File: config.mk
export PLATFORM = sky130hd
export DESIGN_NAME = projectile_pool_ctl
export DESIGN_NICKNAME = d
export VERILOG_FILES = /design/src/rtl/game_pkg.sv /design/src/rtl/projectile_slot.sv /design/src/rtl/projectile_pool_ctl.sv
export SDC_FILE = /design/constraint.sdc
export NUM_CORES = 1
export LEC_CHECK = 0
export ABC_AREA = 0
export CELL_PAD_IN_SITES_DETAIL_PLACEMENT = 2
export CELL_PAD_IN_SITES_GLOBAL_PLACEMENT = 2
export CORE_MARGIN = 3
export CORE_UTILIZATION = 32
export DETAILED_ROUTE_END_ITERATION = 8
export PLACE_DENSITY_LB_ADDON = 0.1
export SETUP_SLACK_MARGIN = 0.02
export SYNTH_ARGS = -nofsm -noshare
export SYNTH_HDL_FRONTEND = slang
export SYNTH_HIERARCHICAL = 1
export SYNTH_SLANG_ARGS = --single-unit
File: constraint.sdc
create_clock -name clk -period 5.16 [get_ports clk]
set_input_delay 1.032 -clock clk [delete_from_list [all_inputs] [get_ports clk]]
set_output_delay 1.032 -clock clk [all_outputs]
set_load 0.01 [all_outputs]
File: src/rtl/game_pkg.sv
// Shared screen geometry and coordinate types for the sprite/projectile datapath.
package game_pkg;
   localparam int COORD_W       = 12;
   localparam int VER_PIXELS    = 768;
   localparam int SCREEN_HEIGHT = VER_PIXELS;

   typedef logic [COORD_W-1:0] coord_t;
   typedef enum logic {DIR_UP = 1'b0, DIR_DOWN = 1'b1} dir_e;
endpackage

File: src/rtl/projectile_slot.sv
// One projectile: x/y/active registers with spawn load, per-frame move and hit clear.
// Priority is spawn > clear > move; active_next is exported so the parent can count free slots.
module projectile_slot
   import game_pkg::*;
#(
   parameter int   CW    = 12,
   parameter int   SPEED = 6,
   parameter int   SCR_H = 768,
   parameter dir_e DIR   = DIR_UP
)(
   input  logic          clk,
   input  logic          rst,
   input  logic          frame_tick,
   input  logic          spawn,
   input  logic          clear,
   input  logic [CW-1:0] spawn_x,
   input  logic [CW-1:0] spawn_y,
   output logic [CW-1:0] x,
   output logic [CW-1:0] y,
   output logic          active,
   output logic          active_next
);
   localparam logic [CW:0] SPD = (CW+1)'(SPEED);
   localparam logic [CW:0] SCR = (CW+1)'(SCR_H);

   logic [CW:0] y_ext;
   logic        leaves;
   logic        moving;

   // One extra bit on the compare so the edge test can never wrap.
   assign y_ext  = {1'b0, y};
   assign leaves = (DIR == DIR_UP) ? (y_ext < SPD) : ((y_ext + SPD) >= SCR);
   assign moving = !spawn && !clear && frame_tick && active;

   always_comb begin
      active_next = active;
      if (rst)
         active_next = 1'b0;
      else if (spawn)
         active_next = 1'b1;
      else if (clear)
         active_next = 1'b0;
      else if (moving && leaves)
         active_next = 1'b0;
   end

   always_ff @(posedge clk) begin
      if (rst) begin
         x      <= '0;
         y      <= '0;
         active <= 1'b0;
      end else begin
         active <= active_next;
         if (spawn) begin
            x <= spawn_x;
            y <= spawn_y;
         end else if (moving && !leaves) begin
            y <= (DIR == DIR_UP) ? (y - SPD[CW-1:0]) : (y + SPD[CW-1:0]);
         end
      end
   end
endmodule

File: src/rtl/projectile_pool_ctl.sv
// Pool of NUM_SLOTS projectiles: fire edge detect, cooldown, lowest-free allocation and status pulses.
// A fire edge spawns one cycle later into the lowest slot that was inactive at the start of the cycle.
module projectile_pool_ctl #(
   parameter int NUM_SLOTS       = 4,
   parameter int COORD_W         = game_pkg::COORD_W,
   parameter int BULLET_WIDTH    = 16,
   parameter int BULLET_HEIGHT   = 32,
   parameter int SHOOTER_WIDTH   = 64,
   parameter int SHOOTER_HEIGHT  = 64,
   parameter int SPEED           = 6,
   parameter int COOLDOWN_FRAMES = 8,
   parameter int SCREEN_HEIGHT   = game_pkg::SCREEN_HEIGHT,
   parameter int DIR_DOWN        = 0
)(
   input  logic                             clk,
   input  logic                             rst,
   input  logic                             frame_tick,
   input  logic                             shoot,
   input  logic [COORD_W-1:0]               origin_x,
   input  logic [COORD_W-1:0]               origin_y,
   input  logic [NUM_SLOTS-1:0]             hit_clear,
   output logic [NUM_SLOTS*COORD_W-1:0]     bullet_x,
   output logic [NUM_SLOTS*COORD_W-1:0]     bullet_y,
   output logic [NUM_SLOTS-1:0]             bullet_active,
   output logic                             fired,
   output logic                             denied,
   output logic [$clog2(NUM_SLOTS+1)-1:0]   free_count
);
   localparam int FC_W = $clog2(NUM_SLOTS+1);
   localparam int CD_W = (COOLDOWN_FRAMES > 0) ? $clog2(COOLDOWN_FRAMES+1) : 1;
   localparam logic [COORD_W-1:0] X_OFF = COORD_W'((SHOOTER_WIDTH - BULLET_WIDTH) / 2);
   localparam logic [COORD_W-1:0] BH    = COORD_W'(BULLET_HEIGHT);
   localparam logic [COORD_W-1:0] SH    = COORD_W'(SHOOTER_HEIGHT);

   logic                 shoot_q;
   logic [CD_W-1:0]      cooldown;
   logic                 req;
   logic                 accept;
   logic                 found;
   logic                 underflow;
   logic [NUM_SLOTS-1:0] spawn_sel;
   logic [NUM_SLOTS-1:0] spawn_vec;
   logic [NUM_SLOTS-1:0] active_next;
   logic [FC_W-1:0]      free_next;
   logic [COORD_W-1:0]   spawn_x;
   logic [COORD_W-1:0]   spawn_y;

   assign req       = shoot && !shoot_q;
   assign spawn_x   = origin_x + X_OFF;
   assign spawn_y   = (DIR_DOWN != 0) ? (origin_y + SH) : (origin_y - BH);
   assign underflow = (DIR_DOWN == 0) && (origin_y < BH);
   assign accept    = req && (cooldown == '0) && found && !underflow;
   assign spawn_vec = accept ? spawn_sel : '0;

   // Allocation looks only at the registered mask, so a slot cleared this cycle is not reused yet.
   always_comb begin
      spawn_sel = '0;
      found     = 1'b0;
      for (int i = 0; i < NUM_SLOTS; i++) begin
         if (!bullet_active[i] && !found) begin
            spawn_sel[i] = 1'b1;
            found        = 1'b1;
         end
      end
   end

   always_comb begin
      free_next = '0;
      for (int i = 0; i < NUM_SLOTS; i++) begin
         if (!active_next[i])
            free_next = free_next + FC_W'(1);
      end
   end

   always_ff @(posedge clk) begin
      if (rst) begin
         shoot_q    <= 1'b0;
         cooldown   <= '0;
         fired      <= 1'b0;
         denied     <= 1'b0;
         free_count <= FC_W'(NUM_SLOTS);
      end else begin
         shoot_q    <= shoot;
         fired      <= accept;
         denied     <= req && !accept;
         free_count <= free_next;
         if (accept)
            cooldown <= CD_W'(COOLDOWN_FRAMES);
         else if (frame_tick && (cooldown != '0))
            cooldown <= cooldown - 1'b1;
      end
   end

   for (genvar i = 0; i < NUM_SLOTS; i++) begin : g_slot
      projectile_slot #(
         .CW    (COORD_W),
         .SPEED (SPEED),
         .SCR_H (SCREEN_HEIGHT),
         .DIR   ((DIR_DOWN != 0) ? game_pkg::DIR_DOWN : game_pkg::DIR_UP)
      ) u_slot (
         .clk         (clk),
         .rst         (rst),
         .frame_tick  (frame_tick),
         .spawn       (spawn_vec[i]),
         .clear       (hit_clear[i]),
         .spawn_x     (spawn_x),
         .spawn_y     (spawn_y),
         .x           (bullet_x[i*COORD_W +: COORD_W]),
         .y           (bullet_y[i*COORD_W +: COORD_W]),
         .active      (bullet_active[i]),
         .active_next (active_next[i])
      );
   end
endmodule
# Word level (Yosys, flattened, before mapping)
# Index checks and enable logic that the tools add are counted.
# word_totals
register_bits,110
input_bits,32
out_inout_bits,105
elab_cells,128
# op_classes
addsub,10
magnitude_cmp,5
muxes,38
n_reduce_logical,57
# ops
op,count
12-bit two-way mux,8
12-bit by 3-bit < comparator with 1-bit output (second input constant),4
12-bit by 3-bit subtractor with 12-bit output (second input constant),4
1-bit logical AND,29
1-bit two-way mux,24
1-bit zero test,20
12-bit by 5-bit adder with 12-bit output (second input constant),1
12-bit by 6-bit < comparator with 1-bit output (second input constant),1
4-bit two-way mux,3
12-bit by 6-bit subtractor with 12-bit output (second input constant),1
2-bit nonzero test,5
3-bit by 1-bit adder with 3-bit output (second input constant),3
3-bit two-way mux,3
4-bit zero test,1
4-bit nonzero test,1
4-bit by 1-bit subtractor with 4-bit output (second input constant),1
2-bit OR reduction,1

# Logic depth before layout (Yosys ltp)
# logic_depth
word_depth,28
mapped_depth,16
depth_no_buf,15

# By module
# Netlist, hierarchy kept.
# by_module_without_submodules
mod,instances,cells_per_inst,area_each_um2,seq_area_each_um2
projectile_slot,4,123,1144.8,500.5
projectile_pool_ctl,1,100,853.3,200.2

# Worst setup path before layout
# No wires, ideal clock.
# synth_path
kind,input to register
start,input port origin_y[11]
end,register free_count[2]
setup_time_ns,0.117
arrival_ns,3.123
required_time_ns,5.043
path_slack_ns,1.920
path_stages,13
n_path_buf,1
path_cell_list,nor3_1 > a211o_4 > nor3b_1 > inv_1 > clkbuf_1 > a21oi_1 > inv_1 > ha_1 > xnor2_1 > ha_1 > nand2b_1 > xnor2_1 > nand2b_1
# synth_via
elab_cells_between_ends,47
classes_between,add/sub (3); order compare (1); mux (21); reduce/logical (22)
# synth_rtl
element,line_no,text
"start, declared",projectile_pool_ctl.sv:20,"input logic [COORD_W-1:0] origin_y,"
12-bit by 6-bit < comparator with 1-bit output *,projectile_pool_ctl.sv:51,assign underflow = (DIR_DOWN == 0) && (origin_y < BH);
1-bit zero test *,projectile_pool_ctl.sv:52,assign accept = req && (cooldown == '0) && found && !underflow;
1-bit logical AND *,projectile_pool_ctl.sv:52,
4-bit two-way mux *,projectile_pool_ctl.sv:53,assign spawn_vec = accept ? spawn_sel : '0;
net spawn_vec[1],projectile_pool_ctl.sv:42,logic [NUM_SLOTS-1:0] spawn_vec;
1-bit zero test,projectile_slot.sv:33,assign moving = !spawn && !clear && frame_tick && active;
1-bit logical AND (3 in series),projectile_slot.sv:33,
1-bit logical AND,projectile_slot.sv:43,else if (moving && leaves)
[2 not listed],--,
1-bit two-way mux *,projectile_slot.sv:39,else if (spawn)
1-bit two-way mux *,projectile_slot.sv:37,if (rst)
net active_next[1],projectile_pool_ctl.sv:43,logic [NUM_SLOTS-1:0] active_next;
3-bit two-way mux *,projectile_pool_ctl.sv:70,if (!active_next[i])
3-bit by 1-bit adder with 3-bit output,projectile_pool_ctl.sv:71,free_next = free_next + FC_W'(1);
3-bit two-way mux *,projectile_pool_ctl.sv:70,
3-bit by 1-bit adder with 3-bit output,projectile_pool_ctl.sv:71,
3-bit two-way mux *,projectile_pool_ctl.sv:70,
"end signal, assigned",projectile_pool_ctl.sv:81,free_count <= FC_W'(NUM_SLOTS);
"end signal, assigned",projectile_pool_ctl.sv:86,free_count <= free_next;
"end, declared",projectile_pool_ctl.sv:27,output logic [$clog2(NUM_SLOTS+1)-1:0] free_count
# The timed path passes the listed nets; every way through them passes the cells marked *.
# A chain may end at the register's enable or synchronous reset.

# Worst setup path in the final report
# layout_path
start,input port origin_y[7]
end,register free_count[2]
# layout_via
elab_chain_len,20
elab_cells_between_ends,47
classes_between,add/sub (3); order compare (1); mux (21); reduce/logical (22)
# layout_rtl
element,line_no
12-bit by 6-bit < comparator with 1-bit output *,projectile_pool_ctl.sv:51
1-bit zero test *,projectile_pool_ctl.sv:52
1-bit logical AND *,projectile_pool_ctl.sv:52
4-bit two-way mux *,projectile_pool_ctl.sv:53
net spawn_vec[0],projectile_pool_ctl.sv:42
1-bit zero test,projectile_slot.sv:33
1-bit logical AND (3 in series),projectile_slot.sv:33
1-bit logical AND,projectile_slot.sv:43
[4 not listed],--
net active_next[0],projectile_pool_ctl.sv:43
1-bit two-way mux *,projectile_pool_ctl.sv:70
3-bit by 1-bit adder with 3-bit output,projectile_pool_ctl.sv:71
3-bit two-way mux *,projectile_pool_ctl.sv:70
3-bit by 1-bit adder with 3-bit output,projectile_pool_ctl.sv:71
3-bit two-way mux *,projectile_pool_ctl.sv:70
3-bit by 1-bit adder with 3-bit output,projectile_pool_ctl.sv:71
3-bit two-way mux *,projectile_pool_ctl.sv:70
# Marks and branches as above.

==> summary.md <==
| Metric | Value |
|---|---|
| Max Slew Vio Count | `0` |
| Cells after Synth | `a little under 600` |
| Fillers | `approximately 1.8k` |
| Outcome | `complete, no violations` |
| Synthesized Nets | `roughly 640` |
| WP buf/inv | `3` |
| Crit share post-route | `0.748` |
| ANT cells | `0` |
| Mean Syn Cell Area | `just over 9 um^2` |
| Crit end category | `register` |
| WS Path Type | `primary input to register` |
| RSZ-0062 raised after global routing | `false` |
| Setup TNS | `0 ns` |
| Register area share after synthesis | `0.405` |
| Core outline area | `around 0.017 mm^2` |
| CP top delay family | `buffers and inverters` |
| Synthesized flop and latch total | `between 100 and 150` |
| Pre-CTS setup slack | `approximately 0.9 ns` |
| Maximum capacitance violations | `0` |
| FFs w/ async S/R, synth | `0` |
| Total power | `around 0.0028 W` |
| I/O pin count | `around 140` |
| CTS root buf | `clkbuf_16` |
| Hold Path Class | `register to register` |
| Clock skew | `a little over 0.008 ns` |
| # clock sinks | `110` |
| Vias in the first global route | `5483` |
| Slowest-stage cell, CP | `clkdlybuf4s50_1` |
| Slew of the pin with the lowest slew margin | `0.958 ns` |
| Via count | `~5.1k` |
| Rows | `47` |
| Starting Density | `0.328` |
| H-tree Lvls | `3` |
| CP Depth | `13` |
| CP required | `5.41 ns` |
| PnR worst setup slack | `around 1.3 ns` |
| Post-synth EDFFs | `0` |
| Initial DRC Count | `between 200 and 250` |
| Final setup fails | `0` |
| Clock Latency Late Sink | `around 0.35 ns` |
| Initial antenna violation count | `0` |
| Cts repair resizes | `0` |
| PortBufs | `about 140` |
| HPWL Detailed | `14.4 mm` |
| GRT Overall Usage | `0.213` |
| Post-CTS Setup Bufs | `0` |
| Clock-pin slew on the worst setup and hold paths | `0.07 ns` |
| Area delta synth->final | `34.7%` |
| Largest net degree at the start of global routing | `77` |
| Crit-path max FO | `20` |
| Chip Width | `136 um` |
| CTS buffer count | `9` |
| Routability congestion estimate | `between 0.7 and 0.8` |
| Cts hold-fix bufs | `0` |
| DR WL/cell | `about 21 um` |
| Cell Pwr Density | `about 380 mW/mm^2` |
| Fin. Hold Viols | `0` |
| First-pass GRT wire length | `30.8 mm` |
| Clock Path Buffers | `2` |
| Dominant synthesized flop cell | `dfxtp_1` |
| DRT antenna net count | `0` |
| Netlist Area Pre-Place | `0.00543 mm^2` |
| Final Core Density | `0.441` |
| Max incr delay on CP | `around 0.54 ns` |
| Slew headroom | `0.357` |
| Worst Setup Start Kind | `primary input` |
| Synth unique cells | `52` |
| Worst EP arrival | `between 4 and 5 ns` |
| Vias per cell | `5.39` |
| Placed Instances | `between 900 and 1k` |
| CTS tree | `done` |
| Warnings, synthesis | `6` |
| Tmin final | `3.86 ns` |
| F_max | `around 0.26 GHz` |
| WHS Path Cells | `2` |
| Die Ht | `136 um` |
| Cell Chain, Critical Path | `clkdlybuf4s50_1 -> nor4_4 -> a211o_4 -> nor2_2 -> inv_1 -> a21oi_1 -> inv_1 -> ha_1 -> xnor2_1 -> ha_1 -> nand2b_1 -> xnor2_1 -> nand2b_1` |
| R2R depth | `14` |
| Total wire length | `between 15 and 20 mm` |
| Layout cell share with drive strength beyond 1 | `0.0832` |
| Max IR drop VDD | `about 0.17 mV` |
| Nets | `759` |
| Overflow after GRT | `0` |
| DR pass1 iterations | `4` |
| # DRC | `0` |
| Final Instance Count excl. Fillers | `between 900 and 1k` |
| Leakage power | `between 2 and 3 nW` |
| Die area | `between 0.015 and 0.02 mm^2` |
[report_power, final]
part	internal, W	switching (W)
sequential	0.000957	0.000119
clock	0.000393	0.000337
combinational	0.000462	0.000491
[kinds of logic (layout without fill, tap and decap cells)]
kind of cell / count (synthesis) / after routing / share of synthesized area
buffers and inverters: 56 / 185 / 0.0396
AOI/OAI and AO/OA: 122 / 122 / 0.170
and+or+nand+nor: 203 / 203 / 0.199
xor gates and xnor gates: 21 / 21 / 0.0339
adders and majority gates: 11 / 11 / 0.0253
muxes: 69 / 69 / 0.127
DFF: 110 / 110 / 0.405
[registers in the layout, summed over array words and instances (netlist names)]
| register | cells |
|---|---|
| g_slot.u_slot/active | 4 |
| shoot_q | 1 |
| free_count | 3 |
| fired | 1 |
| denied | 1 |
| g_slot.u_slot/y | 48 |
| cooldown | 4 |
| g_slot.u_slot/x | 48 |
[final cells by class]
cell class / instances / area [um^2] / share of cell area
Clock buffer: 10 / 239 / 0.0327
Clock inverter: 6 / 67.6 / 0.00923
Inverter: 27 / 101 / 0.0139
Multi-Input combinational cell: 426 / 3030 / 0.414
Sequential cell: 110 / 2200 / 0.301
Tap cell: 220 / 275 / 0.0376
Timing Repair Buffer: 142 / 1400 / 0.192
[Yosys cell counts, types with 5 or more instances]
cell / number / area, um^2
dfxtp_1: 110 / 2200
nor2_1: 95 / 357
mux2i_1: 68 / 681
inv_1: 27 / 101
a211oi_1: 25 / 188
clkbuf_1: 25 / 93.8
a21oi_1: 24 / 120
nor4_1: 17 / 106
o21ai_0: 14 / 70.1
nand2_1: 13 / 48.8
nor3_1: 13 / 65.1
or3_1: 12 / 75.1
ha_1: 11 / 138
xnor2_1: 11 / 96.3
xor2_1: 10 / 87.6
a211o_2: 9 / 90.1
a211o_1: 8 / 70.1
a311oi_1: 8 / 70.1
nand2b_1: 6 / 37.5
nand3b_1: 5 / 37.5
nor2b_1: 5 / 31.3
or2_2: 5 / 31.3
or4_1: 5 / 37.5
[final timing paths]
check / start / endpoint / slack (ns)
worst min-delay path: g_slot[0].u_slot/x[11]$_SDFFE_PP0P_ / g_slot[0].u_slot/x[11]$_SDFFE_PP0P_ / 0.51
worst max-delay path: origin_y[7] / free_count[2]$_SDFF_PP1_ / 1.30
worst max register to register: cooldown[0]$_SDFFE_PP0P_ / free_count[2]$_SDFF_PP1_ / 1.74
worst min register to register: g_slot[0].u_slot/x[11]$_SDFFE_PP0P_ / g_slot[0].u_slot/x[11]$_SDFFE_PP0P_ / 0.51
[metal layers]
metal  vias up  part of all wire  track usage
li1       2407                 -            -
met4         0            0.0083       0.0370
met3        12             0.071       0.0762
met2       109              0.49        0.368
met5         -                 0            0
met1      2542              0.43        0.258
[stage by stage]
step           instance area (um^2)  hold slack (ns)
2_1_floorplan                  5430            0.462
3_3_place_gp                   7010            0.473
3_5_place_dp                   7010            0.492
4_1_cts                        7320            0.513
5_1_grt                        7320            0.543
6_report                       7320            0.506
[worst reg2reg max path: stages (launching register included)]
cell and delay, ns:
dfxtp_1 0.32, inv_1 0.13, ha_1 0.21, or3b_4 0.45
a211o_4 0.39, nor2_2 0.12, inv_1 0.28, a21oi_1 0.29
inv_1 0.07, ha_1 0.32, xnor2_1 0.26, ha_1 0.19
nand2b_1 0.07, xnor2_1 0.18, nand2b_1 0.07
[cell usage in the layout, fill, tap and decap left out, types with 5 or more instances in the layout]
cell type        synthesis  layout
a211o_1                  8       8
or3_1                   12      12
or4_1                    5       5
nor2_1                  95      94
dfxtp_1                110     110
inv_1                   27      27
a311oi_1                 8       8
a211o_2                  9       9
nand3b_1                 5       5
clkbuf_16                0       9
nor4_1                  17      17
nand2_1                 13      13
a21oi_1                 24      24
o21ai_0                 14      14
ha_1                    11      11
or2_2                    5       5
xnor2_1                 11      11
mux2i_1                 68      68
xor2_1                  10      10
a211oi_1                25      25
buf_4                    0       7
nor3_1                  13      12
nand2b_1                 6       6
nor2b_1                  5       5
clkdlybuf4s50_1          0     135
(Power assumes the default switching activity.)
